--- src/rtl/seq_divider_16.sv ---
// Sequential restoring divider: one quotient bit per clock, start/done handshake.
// Divide-by-zero short-circuits straight to DONE with all-ones quotient.
module seq_divider_16 #(
  parameter int unsigned WIDTH = 16
) (
  input  logic             Clk,
  input  logic             Reset,
  input  logic             Start,
  input  logic [WIDTH-1:0] Dividend,
  input  logic [WIDTH-1:0] Divisor,
  output logic [WIDTH-1:0] Quotient,
  output logic [WIDTH-1:0] Remainder,
  output logic             DivByZero,
  output logic             Busy,
  output logic             Done
);

  localparam int unsigned CW = $clog2(WIDTH);

  typedef enum logic [1:0] {
    IDLE = 2'd0,
    RUN  = 2'd1,
    DONE = 2'd2
  } state_t;

  state_t state, state_nxt;

  logic [WIDTH-1:0] q, r, d;
  logic [CW-1:0]    cnt;
  logic [WIDTH:0]   trial;
  logic [WIDTH-1:0] q_nx, r_nx;
  logic             last;

  // r stays below 2**(WIDTH-1) before each shift, so {r, q msb} equals the
  // zero-extended shifted remainder and the subtract needs no extra guard bit.
  always_comb begin
    trial = {r, q[WIDTH-1]} - {1'b0, d};
    q_nx  = {q[WIDTH-2:0], ~trial[WIDTH]};
    r_nx  = trial[WIDTH] ? {r[WIDTH-2:0], q[WIDTH-1]} : trial[WIDTH-1:0];
    last  = (cnt == CW'(WIDTH - 1));
  end

  always_comb begin
    state_nxt = state;
    Busy      = 1'b0;
    Done      = 1'b0;
    case (state)
      IDLE: begin
        if (Start) state_nxt = (Divisor == '0) ? DONE : RUN;
      end
      RUN: begin
        Busy = 1'b1;
        if (last) state_nxt = DONE;
      end
      DONE: begin
        Done      = 1'b1;
        state_nxt = IDLE;
      end
      default: state_nxt = IDLE;
    endcase
  end

  always_ff @(posedge Clk) begin
    if (Reset) state <= IDLE;
    else       state <= state_nxt;
  end

  always_ff @(posedge Clk) begin
    if (Reset) begin
      q         <= '0;
      r         <= '0;
      d         <= '0;
      cnt       <= '0;
      Quotient  <= '0;
      Remainder <= '0;
      DivByZero <= 1'b0;
    end else begin
      case (state)
        IDLE: begin
          if (Start) begin
            if (Divisor == '0) begin
              Quotient  <= '1;
              Remainder <= Dividend;
              DivByZero <= 1'b1;
            end else begin
              q   <= Dividend;
              d   <= Divisor;
              r   <= '0;
              cnt <= '0;
            end
          end
        end
        RUN: begin
          q   <= q_nx;
          r   <= r_nx;
          cnt <= cnt + 1'b1;
          if (last) begin
            Quotient  <= q_nx;
            Remainder <= r_nx;
            DivByZero <= 1'b0;
          end
        end
        default: ;
      endcase
    end
  end

endmodule

--- config.mk ---
export PLATFORM = sky130hd
export DESIGN_NAME = seq_divider_16
export DESIGN_NICKNAME = d
export VERILOG_FILES = /design/src/rtl/seq_divider_16.sv
export SDC_FILE = /design/constraint.sdc
export NUM_CORES = 1
export LEC_CHECK = 0
export CAP_MARGIN = 40
export CORE_MARGIN = 4
export CORE_UTILIZATION = 35
export CTS_CLUSTER_SIZE = 20
export DETAILED_ROUTE_END_ITERATION = 10
export GPL_TIMING_DRIVEN = 0
export SYNTH_ARGS = -nofsm -noshare
export SYNTH_HDL_FRONTEND = slang
export SYNTH_SLANG_ARGS = --single-unit
--- constraint.sdc ---
create_clock -name Clk -period 3.2 [get_ports Clk]
set_input_delay 0.64 -clock Clk [delete_from_list [all_inputs] [get_ports Clk]]
set_output_delay 0.64 -clock Clk [all_outputs]
set_load 0.05 [all_outputs]
==> results.ini <==
[run_status]
status = completed

[clocking]
cts_sinks = 87
cts_made_buffers = 9
cts_root_buffer = clkbuf_16
cts_tree = built
clock_latency_ps = 360
clkTransAtPathRegs_ps = 70
htreeDepth = 3
cts.path.max_buffers = 2

[critical_path]
r2r_cells = 13
worstPathRequired_ps = 3420
crit_fanout = 10
end_kind = flip-flop
cp_data_arrival_time_ps = 3240
ff2ff_setup_slack_ps = 170
critPathLaunchType = flip-flop
reg2reg_to = Remainder[11]
r2r_start = q[15]
critical_path_class = flip-flop to flip-flop

[synth]
yosys.area.top_type_share = 0.375
synthArstFlopShare = 0
synthFlopType = dfxtp_1
syn_avg_cell_area_um2 = 8.11
syn_nets = 626
syn-instance-count = 573
ys_seq_elements = 87
yosysUniqueCellTypes = 56
synth.most_common_cell = dfxtp_1
seq_area_frac_synth = 0.375
synth_area_um2 = 4650
netlist_top_cells_count = dfxtp_1 (87), nor2_1 (81), nand2_1 (60)
ys_warn_count = 0
yosysTopAreaCell = dfxtp_1
synth_edf_count = 0
ys_top_cells_by_area = dfxtp_1 (37%), nor2_1 (6.5%), nand2_1 (4.8%)

[grt]
grt_max_degree = 17
gr-total-overflow = 0
grt_first_pass_wirelength_um = 22300
track_usage = 0.191
grt_pass1_vias = 4376
antenna_found_initial = 0

[power]
powerDensity_nw_per_um2 = 829
p_total_uw = 4990
ir_drop_v = 0.000471
leakagePower_uw = 0.00228

[layout]
stdcell_count = 837
multi_input_area_um2 = 2730
layout.nets = 713
n_fill_cell = 1283
drive_above_1_share = 0.0842
antennaDiodeCount = 0
area_delta_synth_final_pct = 29.7
seqCellArea_um2 = 1740

[job]
cap_violations = 0

[routing]
wl_um = 14300
vias = 4553
wl_per_cell_um = 17.1
drtAntennaViolNets = 0
first_pass_iters = 5
route.detailed.drc = 0
routed_via_density = 5.44
drt-initial-drc-count = 287

[min_path]
whs_path_depth = 2
min_to = Remainder[1]
hold_start = Remainder[1]
hold_path.class = flip-flop to flip-flop

[timing]
setup_viol_count_final = 0
fin_crit_ps = 3030
worst_slew_pin_slew_ps = 745
rsz0062_at_grt = false
fin_crit_sh = 0.945
finalMaxSlewViolations = 0
relSlewSlack = 0.503
clock.fmax_mhz = 331
hold_viol_final = 0
worst_clock_skew_ps = 10.1

[floorplanning]
core_area_um2 = 12800
ios = 70
die_x_um = 123
fp-row-count = 41
die_area_um2 = 15200
start_util = 0.362
fp.dieH_um = 123

[placement]
place_hpwl_um = 11200
dpl.cell_count = 815
gp_congestion = 0.898
io_buffers = 69

==> where the power goes <==
group          internal (uW)  switching, uW
logic                   1040           1490
registers               1200           96.6
clock network            694            480
total                   2930           2060
==> stage by stage <==
step / setup WS, ps / utilization / hold WS [ps] / area [um^2] / TNS [ps]
floorplan: 443 / - / 446 / 4650 / 0
global placement: -214 / 0.433 / 478 / 5550 / -4640
detailed placement: -246 / 0.433 / 482 / 5560 / -6020
CTS: 46.1 / 0.460 / 495 / 5900 / 0
global route: 15.0 / 0.470 / 512 / 6030 / 0
finish: 175 / 0.470 / 492 / 6030 / 0
==> state kept, by name, indices dropped and copies added, names as in the netlist <==
| name | cells |
|---|---|
| Quotient | 16 |
| r | 16 |
| DivByZero | 1 |
| Remainder | 16 |
| q | 16 |
| state | 2 |
| d | 16 |
| cnt | 4 |
==> how the worst max path moves through the flow <==
| stage | from | end | slack, ps |
|---|---|---|---|
| 6_report | q[15] | Remainder[11] | 170 |
| 3_3_place_gp | Divisor[10] | r[1] | -210 |
| 2_1_floorplan | q[15] | Remainder[11] | 440 |
| 5_1_grt | q[15] | Remainder[5] | 10 |
| 3_5_place_dp | Divisor[10] | r[0] | -250 |
| 4_1_cts | q[15] | Remainder[7] | 50 |
==> placed cells by master, fill, tap and decap left out, types with 5 or more instances in the layout <==
cell type / synthesis / routed
o41ai_2: 0 / 5
nor3_1: 44 / 44
clkdlybuf4s50_1: 0 / 68
clkbuf_1: 30 / 29
a311oi_1: 18 / 18
xnor2_1: 6 / 6
nand2_1: 60 / 60
nor2_1: 81 / 81
ha_1: 17 / 17
clkbuf_16: 0 / 9
nand3_1: 6 / 6
buf_4: 0 / 5
nor4_1: 9 / 7
a31oi_1: 5 / 5
a211oi_2: 0 / 5
and4_1: 12 / 12
a21oi_1: 26 / 26
dfxtp_1: 87 / 86
o21a_1: 7 / 7
o21ai_0: 23 / 23
a211oi_1: 11 / 6
mux2i_1: 19 / 19
nand2b_1: 5 / 5
nand3b_1: 11 / 11
o31ai_1: 5 / 5
inv_1: 22 / 22
==> worst max-delay path, cell delays in order (launching register included) <==
cell,delay [ps]
dfxtp_2,380
inv_1,60
ha_1,220
fa_1,420
nor2b_2,140
o2111ai_1,150
and3_4,210
nor4_4,190
buf_4,180
o21ai_2,110
buf_2,210
and4_1,220
a211oi_2,290
o41ai_2,110
==> metal layers <==
layer / up-vias / wire [um] / GRT usage
met3: 32 / 922 / 0.0416
li1: 2260 / - / -
met5: - / 0 / 0
met1: 2092 / 6330 / 0.241
met4: 0 / 430 / 0.0740
met2: 169 / 6610 / 0.317
==> cells by family (layout without fill, tap and decap cells) <==
| logic type | after synthesis | in the layout | share of synthesized area |
|---|---|---|---|
| AOI/OAI and AO/OA | 130 | 130 | 0.198 |
| adders and majority gates | 18 | 18 | 0.0501 |
| buffers and inverters | 61 | 153 | 0.0552 |
| xor gates and xnor gates | 9 | 9 | 0.0170 |
| DFF | 87 | 87 | 0.375 |
| muxes | 19 | 19 | 0.0409 |
| and+or+nand+nor | 249 | 249 | 0.265 |
==> timing repair <==
item                                    4_1_cts  5_1_grt
buffers inserted                              1        5
endpoints found under the setup margin       14       24
resized for setup                             3       16
pin swaps                                     2        4
hold buffers                                  0        0
==> cell type report <==
| cell class | count | area share |
|---|---|---|
| Inverter | 23 | 0.0143 |
| Tap cell | 172 | 0.0357 |
| Clock buffer | 9 | 0.0374 |
| Multi-Input combinational cell | 425 | 0.453 |
| Sequential cell | 87 | 0.289 |
| Clock inverter | 7 | 0.0168 |
| Timing Repair Buffer | 76 | 0.125 |
| Buffer | 38 | 0.0291 |
(Power assumes the default switching activity.)
